$ cat src/rtl/seq_divider.sv
// Iterative restoring divider: 2W-bit dividend / W-bit divisor -> W-bit quotient and remainder,
// one quotient bit per clock, start/ready/busy/done handshake.
module seq_divider #(
  parameter int WIDTH = 16
) (
  input  logic                 clk,
  input  logic                 rst_n,
  input  logic                 start,
  input  logic [2*WIDTH-1:0]   dividend,
  input  logic [WIDTH-1:0]     divisor,
  output logic                 ready,
  output logic                 busy,
  output logic                 done,
  output logic [WIDTH-1:0]     quotient,
  output logic [WIDTH-1:0]     remainder,
  output logic                 div_zero,
  output logic                 overflow
);

  localparam int CW = (WIDTH > 1) ? $clog2(WIDTH) : 1;

  typedef enum logic [1:0] {IDLE, RUN, DONE} state_t;

  state_t            state, state_nxt;
  logic [WIDTH-1:0]  pr;       // partial remainder, always < dvsr between iterations
  logic [WIDTH-1:0]  lo_sr;    // dividend low half shifts out MSB-first, quotient bits shift in
  logic [WIDTH-1:0]  dvsr;
  logic [CW-1:0]     cnt;

  logic [WIDTH:0]    trial;
  logic              trial_ge;
  logic [WIDTH-1:0]  pr_nxt;
  logic              accept, is_zero, is_ovf, last_iter;

  always_comb begin
    accept    = (state == IDLE) && start;
    is_zero   = (divisor == '0);
    is_ovf    = (dividend[2*WIDTH-1:WIDTH] >= divisor);
    // W+1-bit trial so the compare/subtract can never wrap
    trial     = {pr, lo_sr[WIDTH-1]};
    trial_ge  = (trial >= {1'b0, dvsr});
    pr_nxt    = trial_ge ? WIDTH'(trial - {1'b0, dvsr}) : trial[WIDTH-1:0];
    last_iter = (cnt == CW'(WIDTH-1));
  end

  always_comb begin
    state_nxt = state;
    case (state)
      IDLE: if (accept) state_nxt = (is_zero || is_ovf) ? DONE : RUN;
      RUN:  if (last_iter) state_nxt = DONE;
      DONE: state_nxt = IDLE;
      default: state_nxt = IDLE;
    endcase
  end

  always_ff @(posedge clk) begin
    if (!rst_n) begin
      state <= IDLE;
      ready <= 1'b1;
      busy  <= 1'b0;
      done  <= 1'b0;
    end else begin
      state <= state_nxt;
      ready <= (state_nxt == IDLE);
      busy  <= (state_nxt == RUN);
      done  <= (state_nxt == DONE);
    end
  end

  always_ff @(posedge clk) begin
    if (!rst_n) begin
      pr        <= '0;
      lo_sr     <= '0;
      dvsr      <= '0;
      cnt       <= '0;
      quotient  <= '0;
      remainder <= '0;
      div_zero  <= 1'b0;
      overflow  <= 1'b0;
    end else begin
      case (state)
        IDLE: begin
          if (start) begin
            dvsr     <= divisor;
            div_zero <= 1'b0;
            overflow <= 1'b0;
            if (is_zero) begin
              div_zero  <= 1'b1;
              quotient  <= '1;
              remainder <= dividend[WIDTH-1:0];
            end else if (is_ovf) begin
              overflow  <= 1'b1;
              quotient  <= '1;
              remainder <= '0;
            end else begin
              pr    <= dividend[2*WIDTH-1:WIDTH];
              lo_sr <= dividend[WIDTH-1:0];
              cnt   <= '0;
            end
          end
        end
        RUN: begin
          pr    <= pr_nxt;
          lo_sr <= {lo_sr[WIDTH-2:0], trial_ge};
          cnt   <= cnt + 1'b1;
          if (last_iter) begin
            quotient  <= {lo_sr[WIDTH-2:0], trial_ge};
            remainder <= pr_nxt;
          end
        end
        default: ;
      endcase
    end
  end

endmodule
$ cat config.mk
export PLATFORM = sky130hd
export DESIGN_NAME = seq_divider
export DESIGN_NICKNAME = d
export VERILOG_FILES = /design/src/rtl/seq_divider.sv
export SDC_FILE = /design/constraint.sdc
export NUM_CORES = 1
export LEC_CHECK = 0
export ABC_AREA = 1
export ABC_CLOCK_PERIOD_IN_PS = 2700
export CORE_MARGIN = 4
export CORE_UTILIZATION = 60
export DETAILED_ROUTE_END_ITERATION = 12
export DONT_BUFFER_PORTS = 1
export GPL_ROUTABILITY_DRIVEN = 0
export PLACE_DENSITY_LB_ADDON = 0.25
export SLEW_MARGIN = 10
export SYNTH_ARGS = -nofsm -noshare
export SYNTH_HDL_FRONTEND = slang
export SYNTH_SLANG_ARGS = --single-unit
$ cat constraint.sdc
create_clock -name clk -period 2.7 [get_ports clk]
set_input_delay 0.675 -clock clk [delete_from_list [all_inputs] [get_ports clk]]
set_output_delay 0.675 -clock clk [all_outputs]
set_load 0.005 [all_outputs]
==> summary.md <==
| Metric | Value |
|---|---|
| Run status | complete, no violations |
| Critical Path End Type | register |
| HPWL after detailed placement | around 12 mm |
| Area contributors post-synth | dfxtp_1 31%, nand2_1 16%, nor2_1 9.5% |
| First-pass GRT wire length | about 26 mm |
| Seq/Total Area, Yosys | 0.311 |
| CTS root buf | clkbuf_8 |
| Layout cells sized above 1 | 0.0602 |
| CP Max Fanout | 17 |
| Final Max Tran Viols | 0 |
| Top FF cell, synth | dfxtp_1 |
| Worst-path clk slew | about 90 ps |
| Crit start category | register |
| Endpoints failing setup | 0 |
| ANT nets after route | 0 |
| Post-CTS Resized | 0 |
| Vias in the first global route | about 5400 |
| DR WL/cell | around 15 µm |
| Syn Nets | between 1000 and 1500 |
| YS warnings | 0 |
| CTS Buf Count | 9 |
| Area after DPL | roughly 0.0059 mm² |
| Initial antenna violation count | 0 |
| Number of setup buffers added after CTS | 0 |
| Number of flops mapped to enable cells by yosys | 0 |
| Hold WC Path Type | in2reg |
| Die Ht | 107 µm |
| DR pass1 iterations | 8 |
| R2R setup slack | roughly 260 ps |
| Initial cell density of the core | 0.625 |
| PwrDens | ~700 mW/mm² |
| CTS tree | built |
| Deepest clock path buffer count | 2 |
| Setup TNS Final | 0 ps |
| Final Worst Setup Slack | 262 ps |
| H-tree levels | 3 |
| Layout net count | a little under 1000 |
| Max-slew headroom | 0.597 |
| Post-route clock period utilization | 0.903 |
| Remaining DRCs | 0 |
| Synthesized cell area | around 0.006 mm² |
| Max_cap viols | 0 |
| Die Width | 107 µm |
| Hold Buf Count CTS | 0 |
| VDD IR max | 0.000338 V |
| Critical path class | reg2reg |
| Most area-hungry cell type in the Yosys netlist | dfxtp_1 |
| Antenna cells | 0 |
| Die area | around 0.011 mm² |
| Worst-margin pin slew | 604 ps |
| F_max | just over 400 MHz |
| WL final | roughly 16 mm |
| Synthesized flop and latch total | a little over 90 |
| Largest net degree at the start of global routing | 74 |
| Post-Route Utilization | 0.657 |
| Non-Filler Cell Area, Final | 0.00616 mm² |
| Row count | 35 |
| Clk sinks | 91 |
| Gate Count Post-Synth | ~930 |
| Arrival time at the worst endpoint | ~2700 ps |
| Skew final | approximately 18 ps |
| Pleak | 3.10 nW |
| Async SR Flop Fraction | 0 |
| Crit path required time | between 2000 and 3000 ps |
| Setup slack after placement | between 200 and 300 ps |
| Synth top area share | 0.311 |
| Boundary Pins | 88 |
| Overall Global Routing Usage | 0.283 |
| RSZ-0062 raised after global routing | false |
| DR iter-0 viols | slightly above 600 |
| Gr ovfl total | 0 |
| Syn_area_per_cell | around 6.3 µm² |
| I/O Buffers | 0 |
| Post-synthesis cell type count | 33 |
| Pwr Total | around 0.0044 W |
| Area delta synth->final | 5.17% |
| Drt via density | 5.58 |
| Fin. Hold Viols | 0 |
| Clk_lat worst skew | 370 ps |
| Crit path time final | 2440 ps |
| Area of the core | about 0.0094 mm² |
| Via count | slightly below 6000 |
==> layer usage <==
layer,track usage,share of wire,up-vias
li1,-,-,2883
met1,0.381,0.41,2623
met2,0.442,0.45,270
met3,0.0614,0.10,41
met4,0.110,0.031,0
met5,0,0,-
==> report_power, final <==
| part | leakage (nW) | switching [W] | internal (W) |
|---|---|---|---|
| Combinational | 2.23 | 0.00115 | 0.000577 |
| Clock | 0.119 | 0.000509 | 0.000557 |
| Sequential | 0.751 | 0.000121 | 0.00152 |
==> critical path, cell delays in order (launching register included) <==
cell	delay, ps
dfxtp_1	320
inv_1	80
ha_1	350
nand2_1	170
inv_1	50
nand2_1	60
nand2_1	40
a21oi_1	270
nand2_2	120
nand2_4	170
nand2_4	190
nand3_1	120
nand2_1	130
nor2_1	190
nor2_1	60
==> state kept, by name (all words and copies together) (netlist names) <==
| signal | flops |
|---|---|
| remainder | 16 |
| cnt | 4 |
| ready | 1 |
| busy | 1 |
| dvsr | 16 |
| quotient | 16 |
| done | 1 |
| overflow | 1 |
| pr | 16 |
| lo_sr | 16 |
| div_zero | 1 |
| state | 2 |
==> final cells by class <==
class / instances / area [µm²]
multi-input combinational: 666 / 3350
fill: 869 / 3220
sequential: 91 / 1820
inverter: 129 / 484
tap: 129 / 161
clock buffer: 10 / 138
timing repair buffer: 11 / 108
clock inverter: 6 / 93.8
==> layout by cell type (no fill, tap or decap), drive strengths merged, types with 2 or more instances in the layout <==
cell type  netlist  layout
nand2          255     255
nor2           150     150
inv            128     130
dfxtp           91      91
nand3           59      59
a21oi           53      53
o21ai           44      44
ha              33      33
nand4           32      32
nand3b          24      24
buf             23      11
clkbuf          19      10
xor2             5       5
nor3             4       4
clkinv           1       3
xnor2            2       2
bufinv           0       2
==> worst paths after layout <==
check	startpoint	end	cells after the start
hold / removal	rst_n	dvsr[3]$_SDFFE_PN0P_	2
hold reg to reg	quotient[3]$_SDFFE_PN0P_	quotient[3]$_SDFFE_PN0P_	2
setup reg to reg	dvsr[11]$_SDFFE_PN0P_	remainder[5]$_SDFFE_PN0P_	14
setup / recovery	dvsr[11]$_SDFFE_PN0P_	remainder[5]$_SDFFE_PN0P_	14
==> cells in the mapped netlist (4+ instances only) <==
library cell and n:
ha_1 33, buf_2 16, a21oi_1 53, nand4_1 31, nand3b_1 24, inv_1 123
buf_1 4, nand2_1 250, nand3_2 10, nand3_1 49, nor2_1 148, clkbuf_1 18
xor2_1 5, o21ai_0 44, dfxtp_1 91, inv_2 5
==> metrics by stage <==
| step | hold slack (ps) | cells |
|---|---|---|
| after floorplan | 433 | 928 |
| after detailed placement | 464 | 1026 |
| after global placement | 456 | 1026 |
| final | 445 | 1042 |
| after global routing | 440 | 1042 |
| after CTS | 425 | 1042 |
==> cell families (layout without fill, tap and decap cells) <==
family	after synthesis	after routing	synth area share
and+or+nand+nor	526	526	0.398
buffers and inverters	171	156	0.116
AOI/OAI and AO/OA	99	99	0.0902
DFF	91	91	0.311
adders and majority gates	34	34	0.0740
xor gates and xnor gates	7	7	0.0105
No activity file was read; power rests on OpenSTA's default activity.
==> patch 1 (config.mk and constraints unchanged) <==
Re-encode `state_t` (3 states) as one-hot, 3 bits wide.
--- a/src/rtl/seq_divider.sv
+++ b/src/rtl/seq_divider.sv
@@ -19,7 +19,7 @@
 
   localparam int CW = (WIDTH > 1) ? $clog2(WIDTH) : 1;
 
-  typedef enum logic [1:0] {IDLE, RUN, DONE} state_t;
+  typedef enum logic [2:0] {IDLE = 3'b001, RUN = 3'b010, DONE = 3'b100} state_t;
 
   state_t            state, state_nxt;
   logic [WIDTH-1:0]  pr;       // partial remainder, always < dvsr between iterations
Behaviour: same outputs for any inputs over 10 cycles, from zero or initial values and one cycle with rst_n low; not proved beyond that.
==> patch 1 against the original RTL <==
Cell area is 2.7% lower; synthesized cell count is 1.5% lower; wire length is 3.4% lower; area after synthesis is 2.4% lower; power is 14% lower; sequential cell count is 1 higher; sequential power is 3% lower; sequential share of layout area is 1.2 points higher; worst setup slack better by 0.19 ns; critical endpoint is now remainder[8]; highest routed layer unchanged.
==> patch 1: results (changes against the original RTL) <==
routed.top_layer: "met4"  # unchanged
grt_pass1_wl_mm: 25.2  # was 26.2 mm
grt_antenna_before_repair: 0  # unchanged
cts_root_buffer: "clkbuf_8"  # unchanged
cts_buffer_depth: 2  # unchanged
syn_nets: 999  # was 1,013
ys_top_cells_by_area: "dfxtp_1, nand2_1, nor2_1, inv_1, ha_1"  # unchanged
drt_iter0_drc: 482  # was 612
synth.distinct_cells: 32  # was 33
antenna_cells: 0  # unchanged
synth_ff_type: "dfxtp_1"  # unchanged
grt_pass1_vias: 5271  # was 5,405
met3_length_mm: 1.53  # was 1.63 mm
peakVddDrop_uv: 358  # was 338 µV
viasPerCell: 5.46  # was 5.58
p_leak_nw: 3.01  # was 3.10 nW
maxSlewHeadroom_pct: 57.5  # was 59.7%
crit_path_top_delay_cell: "ha_1"  # unchanged
synthTopCellsByCount: "nand2_1, nor2_1, inv_1"  # unchanged
wl_per_cell_um: 14.8  # was 15.2 µm
grt_start_max_net_pins: 86  # was 74
outcome: "completed"  # unchanged
crit_family: "simple AND/OR/NAND/NOR gates"  # unchanged
drive_gt1_share_pct: 4.99  # was 6.02%
intPower_mw: 2.37  # was 2.66 mW
hp-class: "primary input to flop"  # unchanged
synth_adder_area_share_pct: 7.57  # was 7.40%
io_buffers: 0  # unchanged
cts_setup_buffers: 0  # unchanged
synth-compound-area-share_pct: 11.6  # was 9.02%
synth_warnings: 0  # unchanged
synth_seq_area_share_pct: 32.2  # was 31.1%
slowest_delay_ns: 0.35  # about the same
htreeDepth: 3  # unchanged
wl_met1_mm: 6.51  # about the same
synthMuxAreaShare_pct: 0  # unchanged
fin_nets: 983  # was 993
cts_resized: 0  # unchanged
fin_worst_skew_ns: 0.0122  # was 0.0180 ns
crit_arrival_ns: 2.50  # was 2.69 ns
clk_latency_ns: 0.36
clkTransAtPathRegs_ns: 0.10
numCtsBuffers: 9  # unchanged
synthXorXnorAreaFrac_pct: 1.07  # was 1.05%
async_flop_share_pct: 0  # unchanged
gr-usage-all-layers_pct: 27.5  # was 28.3%
dpl.hpwl_mm: 11.5  # was 12.0 mm
wl_met2_mm: 6.80  # was 7.17 mm
dr.pass1.iters: 8  # unchanged
crit_path_max_fanout: 16  # was 17
patch 1: final timing paths:
| path | start | to | slack (ns) | cells past startpoint |
|---|---|---|---|---|
| worst max-delay path | dvsr[11] | remainder[8] | 0.45 | 13 |
| worst min-delay path | rst_n | ready | 0.41 | 1 |
| worst max register to register | dvsr[11] | remainder[8] | 0.45 | 13 |
| worst min register to register | dvsr[8] | dvsr[8] | 0.46 | 2 |
patch 1: area by class of cell:
cell class / instances / area, µm²
fill: 867 / 3250
multi-input combinational: 655 / 3190
sequential: 92 / 1840
inverter: 129 / 485
tap: 129 / 161
clock buffer: 9 / 124
timing repair buffer: 11 / 108
clock inverter: 6 / 73.8
patch 1: per-stage QoR:
| stage | area [µm²] | worst slack, ns | power, mW | util [%] | cells |
|---|---|---|---|---|---|
| 6_report | 5990 | 0.452 | 3.80 | 64.8 | 1031 |
| 5_1_grt | 5990 | 0.140 | 4.06 | 64.8 | 1031 |
| 4_1_cts | 5990 | 0.434 | 3.81 | 64.8 | 1031 |
| 3_5_place_dp | 5790 | 0.185 | 2.85 | 62.7 | 1016 |
| 3_3_place_gp | 5790 | 0.270 | 2.81 | 62.7 | 1016 |
| 2_1_floorplan | 5720 | 0.566 | 2.60 | - | 914 |
patch 1: routing by layer:
metal	up-vias	GRT usage (%)
met5	-	0
met4	0	10.5
met3	37	6.80
met2	257	43.7
met1	2497	36.0
li1	2842	-
patch 1: power groups by stage:
| stage | clock network (mW) | logic (mW) | registers (mW) |
|---|---|---|---|
| after floorplan | 0 | 1.00 | 1.59 |
| after global placement | 0 | 1.19 | 1.62 |
| after detailed placement | 0 | 1.22 | 1.63 |
| after CTS | 0.982 | 1.23 | 1.60 |
| after global routing | 1.03 | 1.42 | 1.61 |
| final | 0.961 | 1.24 | 1.59 |
==> patch 2 (config.mk and constraints unchanged) <==
Without the edit above. Change the parameter `WIDTH` from 16 to 32.
--- a/src/rtl/seq_divider.sv
+++ b/src/rtl/seq_divider.sv
@@ -1,7 +1,7 @@
 // Iterative restoring divider: 2W-bit dividend / W-bit divisor -> W-bit quotient and remainder,
 // one quotient bit per clock, start/ready/busy/done handshake.
 module seq_divider #(
-  parameter int WIDTH = 16
+  parameter int WIDTH = 32
 ) (
   input  logic                 clk,
   input  logic                 rst_n,
Ports: changed (resized dividend, divisor, quotient and remainder); port bits go from 88 to 168. The function was not compared with the original's and may differ.
==> patch 2 against the original RTL <==
Die area grew 100%; cell area grew 120%; power grew 120%; sequential power grew 88%; sequential share of layout area shrank 3.6 points; wire length grew 140%; worst setup slack lost 0.073 ns; sequential cell count grew 81; largest cell class unchanged; area after synthesis grew 110%.
==> patch 2: results (changes against the original RTL) <==
outcome: "completed"  # unchanged
multi_input_gates: 1484  # was 666
clk_latency_ns: 0.45  # was 0.37 ns
inverters: 283  # was 129
crit_path_max_fanout: 4  # was 17
peakVddDrop_uv: 499  # was 338 µV
multi_input_area_share_pct: 56.0  # was 54.4%
crit_path_top_delay_cell: "fa_1"  # was ha_1
buffers_excl_clock: 33  # was 11
clk_share_pct: 4.55  # was 3.76%
wl_met1_mm: 14.8  # was 6.51 mm
final-nonclk-buf-share_pct: 2.84  # was 1.75%
grt_pass1_vias: 12100  # was 5,405
ys_top_cells_by_area: "dfxtp_1, nand2_1, nor2_1, nand3_1, inv_1"  # was dfxtp_1, nand2_1, nor2_1, inv_1, ha_1
crit_arrival_ns: 2.90  # was 2.69 ns
crit_end: "pr[24]"  # was remainder[5]
viasPerCell: 5.59  # was 5.58
met3_length_mm: 3.97  # was 1.63 mm
dr.pass1.iters: 6  # was 8
crit_start: "lo_sr[31]"  # was dvsr[11]
dpl.hpwl_mm: 27.7  # was 12.0 mm
numCtsBuffers: 17  # was 9
fin_worst_skew_ns: 0.0132  # was 0.0180 ns
seq_share_pct: 26.0  # was 29.6%
synth.distinct_cells: 39  # was 33
cts_root_buffer: "clkbuf_16"  # was clkbuf_8
wl_per_cell_um: 16.5  # was 15.2 µm
hold_start: "rst_n"  # unchanged
min_to: "lo_sr[5]"  # was dvsr[3]
maxSlewHeadroom_pct: 44.2  # was 59.7%
grt_pass1_wl_mm: 60.7  # was 26.2 mm
drt_iter0_drc: 1291  # was 612
slowest_delay_ns: 0.41  # was 0.35 ns
gr-usage-all-layers_pct: 31.5  # was 28.3%
wl_met2_mm: 17.5  # was 7.17 mm
ys_seq_elements: 172  # was 91
rr_worst_depth: 16  # was 14
nClkBuffers: 18  # was 10
grt_antenna_before_repair: 0  # unchanged
synthTopCellsByCount: "nand2_1, nor2_1, inv_1"  # unchanged
p_leak_nw: 6.90  # was 3.10 nW
min_delay_path_depth: 2  # unchanged
syn_nets: 2210  # was 1,013
fillCellCount: 1874  # was 869
grt_start_max_net_pins: 165  # was 74
synth_seq_area_share_pct: 27.7  # was 31.1%
htreeDepth: 4  # was 3
r2r_slack_ns: 0.19  # was 0.26 ns
drive_gt1_share_pct: 7.63  # was 6.02%
==> patch 2: cell count changes in the layout (fill, tap and decap cells not counted), sizes merged, moves of 9 or more <==
cell and change:
nand2 +279, a21oi +16, nand3 +210, ha +33, dfxtp +81, nor2 +205, o21ai +26, nor4 +9
nand4 +15, inv +160, buf +22
==> patch 2: layer usage <==
metal  vias to the layer above  GRT usage (%)
li1                       6322              -
met1                      5747           38.4
met2                       550           52.2
met3                        88           9.81
met4                         0           12.5
met5                         -              0
==> patch 2: metrics by stage <==
stage                     cell area, µm²  util [%]  setup slack, ns  hold slack (ns)  cells
after detailed placement           12600      62.1           -0.213            0.449   2240
after floorplan                    12400         -            0.427            0.433   2044
after CTS                          13200      65.0            0.128            0.326   2272
after global placement             12600      62.1           -0.162            0.445   2240
after global routing               13200      65.2           0.0139            0.339   2274
final                              13200      65.2            0.189            0.345   2274
==> patch 2: worst register-to-register path, delay by kind of cell, from the launching register on <==
family,cells,cell delay (ns)
flops,1,0.34
simple gates,12,1.27
buf+inv,2,0.23
fa+ha+maj,2,0.62
==> patch 2: cells by family (layout without fill, tap and decap cells) <==
logic type                 Yosys count  count (layout)  synth area share [%]
and+or+nand+nor                   1258            1259                  45.7
buffers and inverters              389             348                  12.8
DFF                                172             172                  27.7
AOI/OAI and AO/OA                  144             144                  5.99
adders and majority gates           67              67                  6.81
xor gates and xnor gates            14              14                 0.988
==> patch 2: power by group <==
part / switching (mW) / internal, mW / leakage, nW
clock: 1.27 / 1.28 / 0.291
sequential: 0.222 / 2.87 / 1.42
combinational: 2.79 / 1.35 / 5.19
==> patch 2: repair_timing <==
action                                  in CTS  in global routing
setup buffers                                0                  1
endpoints found under the setup margin       0                 55
resized for setup                            0                  3
